--- src/rtl/ctrl_pkg.sv ---
// Shared opcode/control-vector constants, FSM state encoding and helpers
// for the pipelined control unit.
package ctrl_pkg;

    localparam int OP_BITS  = 7;
    localparam int VEC_BITS = 23;

    localparam logic [OP_BITS-1:0] OP_NOT  = 7'b0010001;
    localparam logic [OP_BITS-1:0] OP_INC  = 7'b0000011;
    localparam logic [OP_BITS-1:0] OP_OUT  = 7'b0011001;
    localparam logic [OP_BITS-1:0] OP_IN   = 7'b0011000;
    localparam logic [OP_BITS-1:0] OP_HLT  = 7'b1100001;
    localparam logic [OP_BITS-1:0] OP_NOP  = 7'b1101000;
    localparam logic [OP_BITS-1:0] OP_SETC = 7'b1100010;
    localparam logic [OP_BITS-1:0] OP_MOV  = 7'b0010101;
    localparam logic [OP_BITS-1:0] OP_ADD  = 7'b0000001;
    localparam logic [OP_BITS-1:0] OP_SUB  = 7'b0001001;
    localparam logic [OP_BITS-1:0] OP_AND  = 7'b0001101;
    localparam logic [OP_BITS-1:0] OP_IADD = 7'b0100000;
    localparam logic [OP_BITS-1:0] OP_LDM  = 7'b0110101;
    localparam logic [OP_BITS-1:0] OP_LDD  = 7'b0100010;

    localparam logic [VEC_BITS-1:0] V_NOT  = 23'b01110111000001001100011;
    localparam logic [VEC_BITS-1:0] V_INC  = 23'b01110110000000001100011;
    localparam logic [VEC_BITS-1:0] V_OUT  = 23'b01100111000001011100011;
    localparam logic [VEC_BITS-1:0] V_IN   = 23'b01111111000001011100011;
    localparam logic [VEC_BITS-1:0] V_HLT  = 23'b00000011000001110000001;
    localparam logic [VEC_BITS-1:0] V_NOP  = 23'b01100111000001110100001;
    localparam logic [VEC_BITS-1:0] V_SETC = 23'b01100111000000011100011;
    localparam logic [VEC_BITS-1:0] V_MOV  = 23'b01110111000001011100011;
    localparam logic [VEC_BITS-1:0] V_ADD  = 23'b01110111000000001100011;
    localparam logic [VEC_BITS-1:0] V_SUB  = 23'b01110111000000101100011;
    localparam logic [VEC_BITS-1:0] V_AND  = 23'b01110111000000111100011;
    localparam logic [VEC_BITS-1:0] V_IADD = 23'b10110111100000001100011;
    localparam logic [VEC_BITS-1:0] V_LDM  = 23'b10110111100001101100011;
    localparam logic [VEC_BITS-1:0] V_LDD  = 23'b10110111100000001110011;

    typedef enum logic [1:0] {RUN, IMM, HALT} state_t;

    // Two-word instructions: the opcode beat is followed by an immediate beat.
    function automatic logic is_imm(input logic [OP_BITS-1:0] op);
        return (op == OP_IADD) || (op == OP_LDM) || (op == OP_LDD);
    endfunction

endpackage

--- src/rtl/ctrl_decode_rom.sv ---
// Combinational opcode-to-control-vector lookup; unknown opcodes map to the
// NOP vector with known=0.
module ctrl_decode_rom
    import ctrl_pkg::*;
#(
    parameter int OPCODE_W = 7,
    parameter int SIG_W    = 23
) (
    input  logic [OPCODE_W-1:0] opcode,
    output logic [SIG_W-1:0]    vector,
    output logic                known,
    output logic                is_imm,
    output logic                is_hlt
);

    // Compare at the wider of the two widths so table entries are zero-extended.
    localparam int OW = (OPCODE_W > OP_BITS) ? OPCODE_W : OP_BITS;

    logic [OW-1:0] w_op;
    assign w_op = OW'(opcode);

    always_comb begin
        vector = SIG_W'(V_NOP);
        known  = 1'b1;
        is_hlt = 1'b0;
        case (w_op)
            OW'(OP_NOT):  vector = SIG_W'(V_NOT);
            OW'(OP_INC):  vector = SIG_W'(V_INC);
            OW'(OP_OUT):  vector = SIG_W'(V_OUT);
            OW'(OP_IN):   vector = SIG_W'(V_IN);
            OW'(OP_HLT):  begin vector = SIG_W'(V_HLT); is_hlt = 1'b1; end
            OW'(OP_NOP):  vector = SIG_W'(V_NOP);
            OW'(OP_SETC): vector = SIG_W'(V_SETC);
            OW'(OP_MOV):  vector = SIG_W'(V_MOV);
            OW'(OP_ADD):  vector = SIG_W'(V_ADD);
            OW'(OP_SUB):  vector = SIG_W'(V_SUB);
            OW'(OP_AND):  vector = SIG_W'(V_AND);
            OW'(OP_IADD): vector = SIG_W'(V_IADD);
            OW'(OP_LDM):  vector = SIG_W'(V_LDM);
            OW'(OP_LDD):  vector = SIG_W'(V_LDD);
            default:      known  = 1'b0;
        endcase
        is_imm = known && ctrl_pkg::is_imm(w_op[OP_BITS-1:0]);
    end

endmodule

--- src/rtl/ctrl_unit_pipe.sv ---
// Registered control unit: one-cycle decode with stall/flush, immediate-beat
// consumption, sticky halt, illegal flag and a decoded-instruction counter.
module ctrl_unit_pipe
    import ctrl_pkg::*;
#(
    parameter int OPCODE_W = 7,
    parameter int SIG_W    = 23,
    parameter int CNT_W    = 16,
    parameter bit IMM_EN   = 1'b1
) (
    input  logic                clk,
    input  logic                reset,
    input  logic                instr_valid,
    input  logic [OPCODE_W-1:0] opcode,
    input  logic                stall,
    input  logic                flush,
    output logic [SIG_W-1:0]    signals,
    output logic                sig_valid,
    output logic                imm_take,
    output logic                illegal,
    output logic                halted,
    output logic [CNT_W-1:0]    instr_cnt
);

    state_t           r_state, w_state;
    logic [SIG_W-1:0] r_signals, w_signals;
    logic             r_sig_valid, w_sig_valid;
    logic             r_imm_take, w_imm_take;
    logic             r_illegal, w_illegal;
    logic [CNT_W-1:0] r_cnt, w_cnt;

    logic [SIG_W-1:0] w_vec;
    logic             w_known, w_is_imm, w_is_hlt;

    ctrl_decode_rom #(.OPCODE_W(OPCODE_W), .SIG_W(SIG_W)) u_rom (
        .opcode (opcode),
        .vector (w_vec),
        .known  (w_known),
        .is_imm (w_is_imm),
        .is_hlt (w_is_hlt)
    );

    always_comb begin
        w_state     = r_state;
        w_signals   = r_signals;
        w_sig_valid = r_sig_valid;
        w_imm_take  = r_imm_take;
        w_illegal   = r_illegal;
        w_cnt       = r_cnt;
        if (flush) begin
            w_signals   = '0;
            w_sig_valid = 1'b0;
            w_imm_take  = 1'b0;
            w_illegal   = 1'b0;
            if (r_state == IMM) w_state = RUN;
        end else if (!stall) begin
            w_sig_valid = 1'b0;
            w_imm_take  = 1'b0;
            w_illegal   = 1'b0;
            case (r_state)
                RUN: if (instr_valid) begin
                    w_signals   = w_vec;
                    w_sig_valid = 1'b1;
                    w_illegal   = !w_known;
                    w_cnt       = r_cnt + 1'b1;
                    if (w_is_hlt)             w_state = HALT;
                    else if (IMM_EN && w_is_imm) w_state = IMM;
                end
                IMM: if (instr_valid) begin
                    w_imm_take = 1'b1;
                    w_state    = RUN;
                end
                default: ;
            endcase
        end
    end

    always_ff @(posedge clk or posedge reset) begin
        if (reset) begin
            r_state     <= RUN;
            r_signals   <= '0;
            r_sig_valid <= 1'b0;
            r_imm_take  <= 1'b0;
            r_illegal   <= 1'b0;
            r_cnt       <= '0;
        end else begin
            r_state     <= w_state;
            r_signals   <= w_signals;
            r_sig_valid <= w_sig_valid;
            r_imm_take  <= w_imm_take;
            r_illegal   <= w_illegal;
            r_cnt       <= w_cnt;
        end
    end

    assign signals   = r_signals;
    assign sig_valid = r_sig_valid;
    assign imm_take  = r_imm_take;
    assign illegal   = r_illegal;
    assign halted    = (r_state == HALT);
    assign instr_cnt = r_cnt;

endmodule

--- config.mk ---
export PLATFORM = sky130hd
export DESIGN_NAME = ctrl_unit_pipe
export DESIGN_NICKNAME = d
export VERILOG_FILES = /design/src/rtl/ctrl_pkg.sv /design/src/rtl/ctrl_decode_rom.sv /design/src/rtl/ctrl_unit_pipe.sv
export SDC_FILE = /design/constraint.sdc
export NUM_CORES = 1
export LEC_CHECK = 0
export ABC_AREA = 1
export CAP_MARGIN = 20
export CORE_AREA = 2 2 78 80
export CTS_CLUSTER_DIAMETER = 120
export CTS_CLUSTER_SIZE = 30
export DETAILED_ROUTE_END_ITERATION = 12
export DIE_AREA = 0 0 80 82
export PLACE_DENSITY = 0.75
export SLEW_MARGIN = 20
export SYNTH_ARGS = -nofsm -noshare
export SYNTH_HDL_FRONTEND = slang
export SYNTH_HIERARCHICAL = 1
export SYNTH_SLANG_ARGS = --single-unit
--- constraint.sdc ---
create_clock -name clk -period 1.36 [get_ports clk]
set_input_delay 0.204 -clock clk [delete_from_list [all_inputs] [get_ports clk]]
set_output_delay 0.204 -clock clk [all_outputs]
set_load 0.02 [all_outputs]
=== After elaboration in Yosys (flattened, before gate mapping) ===
Cells that the tools add are included.

* Bits in registers: 44
* Bits of input ports: 12
* Output and inout port bits: 43
* Word-level logic and storage cells: 68

* Add/subtract/negate cells: 1
* Eq/ne operators: 21
* Muxes and demuxes: 26
* Bitwise operators: 2
* Reduce and logical (&&, ||, !) cells: 12

{| class="wikitable"
|+ Operator list
! kind !! count
|-
| case mux 23 bit (13 select lines) || 1
|-
| two-way mux 23 bit || 4
|-
| equality test 7 x 5 -> 1 bit (second input constant) || 4
|-
| equality test 7 x 6 -> 1 bit (second input constant) || 3
|-
| equality test 7 bit (second input constant) || 3
|-
| adder 16 x 1 -> 16 bit (second input constant) || 1
|-
| equality test 7 x 4 -> 1 bit (second input constant) || 2
|-
| two-way mux 2 bit || 7
|-
| OR reduction 14 bit || 1
|-
| two-way mux 1 bit || 13
|-
| equality test 7 x 1 -> 1 bit (second input constant) || 1
|-
| equality test 7 x 2 -> 1 bit (second input constant) || 1
|-
| != test 3 bit (second input constant) || 2
|-
| AND reduction 6 bit || 1
|-
| nonzero test 2 bit || 3
|-
| != test 2 x 1 -> 1 bit (second input constant) || 2
|-
| != test 4 x 2 -> 1 bit (second input constant) || 1
|-
| case mux 2 bit (2 select lines) || 1
|-
| AND reduction 4 bit || 1
|-
| AND reduction 3 bit || 1
|-
| equality test 2 x 1 -> 1 bit (second input constant) || 1
|-
| equality test 2 bit (second input constant) || 1
|-
| logical NOT 2 bit || 1
|-
| logical OR 1 bit || 2
|-
| 3 further kinds || 4
|}

=== Logic depth before layout (Yosys ltp) ===
* Depth after elaboration: 10
* Mapped depth: 12
* Mapped depth without buffers: 12

=== Cells and area by module ===
The synthesis kept the hierarchy.

{| class="wikitable"
|+ By module, submodules not included
! module !! times used !! cells an instance !! area each (µm²) !! sequential area each (µm²)
|-
| ctrl_unit_pipe || 1 || 251 || 2079.5 || 1101.1
|-
| ctrl_decode_rom || 1 || 92 || 515.5 || 0.0
|}

=== Worst setup path after synthesis ===
OpenSTA, ideal clock, no wires.

* Kind: register to register
* Start: register r_cnt[0], in the netlist instr_cnt[0]
* End: register r_cnt[8], in the netlist instr_cnt[8]
* Setup time: 131 ps
* Data arrival time: 1310 ps
* Data required time: 1229 ps
* Path slack: -81 ps
* Stages on the path, launching flop included: 6
* Path buffers: 0
* Clock period less this slack: 1441 ps
* Cells stage by stage: dfrtp_1 ha_1 nand3_1 nor2_2 nand3_2 xnor2_2

* Longest elaborated chain between the ends: 1

{| class="wikitable"
|+ RTL lines
! item !! RTL line !! text
|-
| start, declared || ctrl_unit_pipe.sv:30 || <nowiki>logic [CNT_W-1:0] r_cnt, w_cnt;</nowiki>
|-
| start signal, assigned || ctrl_unit_pipe.sv:92 || <nowiki>r_cnt <= w_cnt;</nowiki>
|-
| adder 16 x 1 -> 16 bit || ctrl_unit_pipe.sv:65 || <nowiki>w_cnt = r_cnt + 1'b1;</nowiki>
|}

No other way between the ends.
A chain may end at the register's enable or synchronous reset.

=== Worst setup path in the final report ===
* Start: register r_state[1]
* End: register r_cnt[10], in the netlist instr_cnt[10]

* Longest elaborated chain between the ends: 2

{| class="wikitable"
|+ RTL lines
! item !! RTL line !! text
|-
| start, declared || ctrl_unit_pipe.sv:25 || <nowiki>state_t r_state, w_state;</nowiki>
|-
| start signal, assigned || ctrl_unit_pipe.sv:87 || <nowiki>r_state <= w_state;</nowiki>
|-
| logical NOT 2 bit || ctrl_unit_pipe.sv:60 || <nowiki>case (r_state)</nowiki>
|-
| AND reduction 4 bit (no source line) || n/a ||
|}

No other way between the ends.

==> impl_metrics.prom <==
# TYPE chip_impl_metric gauge
chip_impl_info{name="outcome",value="completed"} 1
chip_impl_metric{name="arrival",unit="ns"} 1.50
chip_impl_metric{name="worstRegToRegCells",unit=""} 7
chip_impl_metric{name="floorplan_die_height",unit="um"} 82
chip_impl_info{name="crit_path_start_kind",value="flip-flop"} 1
chip_impl_info{name="synth-main-ff-cell",value="dfrtp_1"} 1
chip_impl_metric{name="die_span_in_x",unit="um"} 80
chip_impl_info{name="timing.setup.critical_path_class",value="reg2reg"} 1
chip_impl_info{name="clock_tree_from_tritoncts",value="done"} 1
chip_impl_metric{name="row_count",unit=""} 28
chip_impl_metric{name="detail_route.drc_violations",unit=""} 0
chip_impl_metric{name="dieArea",unit="um^2"} 6560
chip_impl_metric{name="worst_setup_hold_path_clk_slew",unit="ns"} 0.09
chip_impl_metric{name="totalPowerFinal",unit="W"} 0.00232
chip_impl_metric{name="pwr_density_cell",unit="nW/um^2"} 661
chip_impl_metric{name="clock-skew-final",unit="ns"} 0.00775
chip_impl_metric{name="timing.final.hold_violations",unit=""} 0
chip_impl_metric{name="flow.area_growth_from_synthesis",unit="%"} 35.1
chip_impl_metric{name="synth_top_area_share",unit="%"} 42.4
chip_impl_metric{name="route.final.wire_length",unit="um"} 5870
chip_impl_info{name="timing.critical_path.to_type",value="flip-flop"} 1
chip_impl_metric{name="setup_viol_count_final",unit=""} 0
chip_impl_metric{name="worstPathMaxFanout",unit=""} 6
chip_impl_metric{name="worst_supply_voltage_drop_on_vdd",unit="mV"} 0.437
chip_impl_metric{name="synth_async_sr_flop_share",unit="%"} 100
chip_impl_metric{name="syn-mean-instance-area",unit="um^2"} 7.57
chip_impl_metric{name="gpl_wtd_cong",unit=""} 0.889
chip_impl_metric{name="global_route.usage.total",unit="%"} 19.2
chip_impl_metric{name="htreeDepth",unit=""} 2
chip_impl_metric{name="cts_made_buffers",unit=""} 5
chip_impl_metric{name="clock_sinks",unit=""} 44
chip_impl_metric{name="cap_violations",unit=""} 0
chip_impl_metric{name="drive_above_1_share",unit="%"} 21.9
chip_impl_metric{name="netlist_instances",unit=""} 343
chip_impl_info{name="cp_cell_sequence",value="nor2_4, nand2_2, nor2_4, buf_4, nand4_1, nand2_1, nand2_1"} 1
chip_impl_metric{name="clk-insertion-delay-late",unit="ns"} 0.29
chip_impl_metric{name="initial_utilization",unit="%"} 45.2
chip_impl_metric{name="static-leakage-power",unit="nW"} 2.08
chip_impl_info{name="holdCritPathClass",value="in2async"} 1
chip_impl_metric{name="hold_buffers",unit=""} 0
chip_impl_metric{name="crit_cells",unit=""} 7
chip_impl_metric{name="synthesis.area",unit="um^2"} 2590
chip_impl_metric{name="synth_edf_count",unit=""} 0
chip_impl_info{name="rsz_0062_raised_after_global_routing",value="true"} 1
chip_impl_metric{name="grt_max_degree",unit=""} 24
chip_impl_metric{name="via_count",unit=""} 2411
chip_impl_metric{name="number_of_global_route_vias_before_repair",unit=""} 2284
chip_impl_metric{name="setup-tns-final",unit="ns"} 0
chip_impl_metric{name="grt_first_pass_wirelength",unit="um"} 10100
chip_impl_metric{name="coreArea",unit="um^2"} 5750
chip_impl_metric{name="ctsLongestPathBuffers",unit=""} 2
chip_impl_metric{name="routed_via_density",unit=""} 4.78
chip_impl_metric{name="first_pass_iters",unit=""} 4
chip_impl_metric{name="number_of_antenna_violations_at_the_first_check_in_global_routing",unit=""} 0
chip_impl_metric{name="slew_viol_final",unit=""} 0
chip_impl_metric{name="detailed_place.area",unit="um^2"} 3440
chip_impl_metric{name="total_number_of_nets_in_the_final_design",unit=""} 441
chip_impl_metric{name="dp_hpwl",unit="um"} 4610
chip_impl_metric{name="avgRoutedWirePerCell",unit="um"} 11.7
chip_impl_metric{name="synthesis.yosys.warnings",unit=""} 6
chip_impl_metric{name="synth.yosys.seq_area_share",unit="%"} 42.4
chip_impl_metric{name="fin_crit",unit="ns"} 1.31
chip_impl_metric{name="max_freq",unit="MHz"} 762
chip_impl_info{name="cts_root_buffer",value="clkbuf_8"} 1
chip_impl_info{name="timing.critical_path.slowest_stage_cell",value="dfrtp_1"} 1
chip_impl_metric{name="design.portCount",unit=""} 55
chip_impl_metric{name="place_inst",unit=""} 495
chip_impl_metric{name="synth.distinct_cells",unit=""} 28
chip_impl_info{name="post_synth_main_area_contributors",value="dfrtp_1, nand2_1, nand3_1"} 1
chip_impl_metric{name="detailedRoute.firstIterationViolations",unit=""} 95
chip_impl_metric{name="finalCritPeriodShare",unit="%"} 96.5
chip_impl_info{name="yosysTopAreaCell",value="dfrtp_1"} 1
chip_impl_metric{name="crit_buf_inv",unit=""} 1
chip_impl_metric{name="yosys_register_bits",unit=""} 44
chip_impl_metric{name="io_buffer_count",unit=""} 54
chip_impl_metric{name="worst-endpoint-required",unit="ns"} 1.55
chip_impl_metric{name="grt_overflow_total",unit=""} 0
chip_impl_metric{name="postLayoutCellArea",unit="um^2"} 3510
chip_impl_metric{name="antenna-diode-count",unit=""} 0
chip_impl_metric{name="timing.critical_path.slowest_cell_delay",unit="ns"} 0.41
chip_impl_metric{name="post_layout_nonfiller_instances",unit=""} 504
chip_impl_metric{name="antenna_left",unit=""} 0
chip_impl_info{name="worst_path_dominant_cell_family",value="simple AND/OR/NAND/NOR gates"} 1
[cells in the mapped netlist, types with 3 or more instances]
library cell,instances
nand4_1,12
nand2_2,8
nand2_4,4
xnor2_1,3
nor2_2,5
nor2_1,25
buf_2,4
nor3_1,4
nand3_2,4
o21ai_0,5
buf_4,12
nand2_1,123
dfrtp_1,44
nand3_1,34
inv_2,7
inv_1,25
nor2_4,7
nand3b_1,3
[sequential cells by signal, summed over array words and instances, names as in the netlist]
name	count
illegal	1
r_state	2
imm_take	1
signals	23
instr_cnt	16
sig_valid	1
[final cells by class]
| type | instances | area, um^2 |
|---|---|---|
| Clock buffer | 5 | 68.8 |
| Fill cell | 558 | 2240 |
| Inverter | 32 | 123 |
| Tap cell | 75 | 93.8 |
| Multi-Input combinational cell | 254 | 1300 |
| Sequential cell | 44 | 1100 |
| Timing Repair Buffer | 91 | 797 |
| Clock inverter | 3 | 18.8 |
[layer usage]
layer | track usage (%) | wire length [um] | up-vias
met4 | 4.07 | 31 | 0
li1 | - | - | 1226
met2 | 35.0 | 3090 | 55
met5 | 0 | 0 | -
met1 | 23.9 | 2540 | 1126
met3 | 3.19 | 213 | 4
[final timing paths]
path	startpoint	endpoint	slack (ns)
min reg2reg	sig_valid$_DFFE_PP0P_	sig_valid$_DFFE_PP0P_	0.49
min	reset	instr_cnt[9]$_DFFE_PP0P_	0.17
max in group asynchronous	reset	signals[17]$_DFFE_PP0P_	0.78
max	r_state[1]$_DFFE_PP0P_	instr_cnt[10]$_DFFE_PP0P_	0.05
min in group clk	sig_valid$_DFFE_PP0P_	sig_valid$_DFFE_PP0P_	0.49
max reg2reg	r_state[1]$_DFFE_PP0P_	instr_cnt[10]$_DFFE_PP0P_	0.05
[worst reg2reg max path, stage by stage (launching register included)]
cell	delay, ns
dfrtp_1	0.41
nor2_4	0.19
nand2_2	0.09
nor2_4	0.20
buf_4	0.15
nand4_1	0.07
nand2_1	0.07
nand2_1	0.05
[stage by stage]
stage | worst slack, ns | hold slack (ns) | util (%)
CTS | 0.00832 | 0.173 | 60.6
global route | -0.0624 | 0.188 | 61.0
global placement | -0.329 | 0.467 | 59.8
detailed placement | -0.361 | 0.477 | 59.8
floorplan | 0.0309 | 0.379 | -
finish | 0.0478 | 0.172 | 61.0
[where the power goes]
group          internal, W  total, W  switching [W]
Clock             0.000358  0.000802       0.000443
Combinational    0.0000847  0.000211       0.000126
Sequential         0.00131   0.00131              0
Total              0.00175   0.00232       0.000569
[timing repair]
action	CTS	global route
setup buffers	0	1
setup endpoints to repair	51	31
endpoints found under the hold margin	0	0
gates resized for setup	56	10
pin swaps	3	6
[layout by cell type (no fill, tap or decap), types with 3 or more instances in the layout]
cell / count
nand2_1: 121
dlygate4sd2_1: 48
dfrtp_1: 42
nand3_1: 33
buf_4: 33
inv_1: 23
nor2_1: 23
nand4_1: 12
nor2_4: 10
nand2_2: 9
inv_2: 8
conb_1: 8
nand3_2: 5
clkbuf_8: 5
nand2_4: 5
nor2_2: 4
nor3_1: 4
clkdlybuf4s50_1: 4
o21ai_0: 3
xnor2_1: 3
nand3b_1: 3
buf_12: 3
[logic make-up (layout without fill, tap and decap cells)]
| logic type | count (synthesis) | after routing | share of synthesized area [%] |
|---|---|---|---|
| buf+inv | 51 | 131 | 9.60 |
| xor+xnor | 6 | 6 | 2.31 |
| flops | 44 | 44 | 42.4 |
| fa+ha+maj | 1 | 1 | 0.482 |
| other cells | 2 | 8 | 0.289 |
| simple gates | 234 | 234 | 43.9 |
| compound gates | 5 | 5 | 0.964 |
Note: power is estimated with default switching activity, not from simulation.
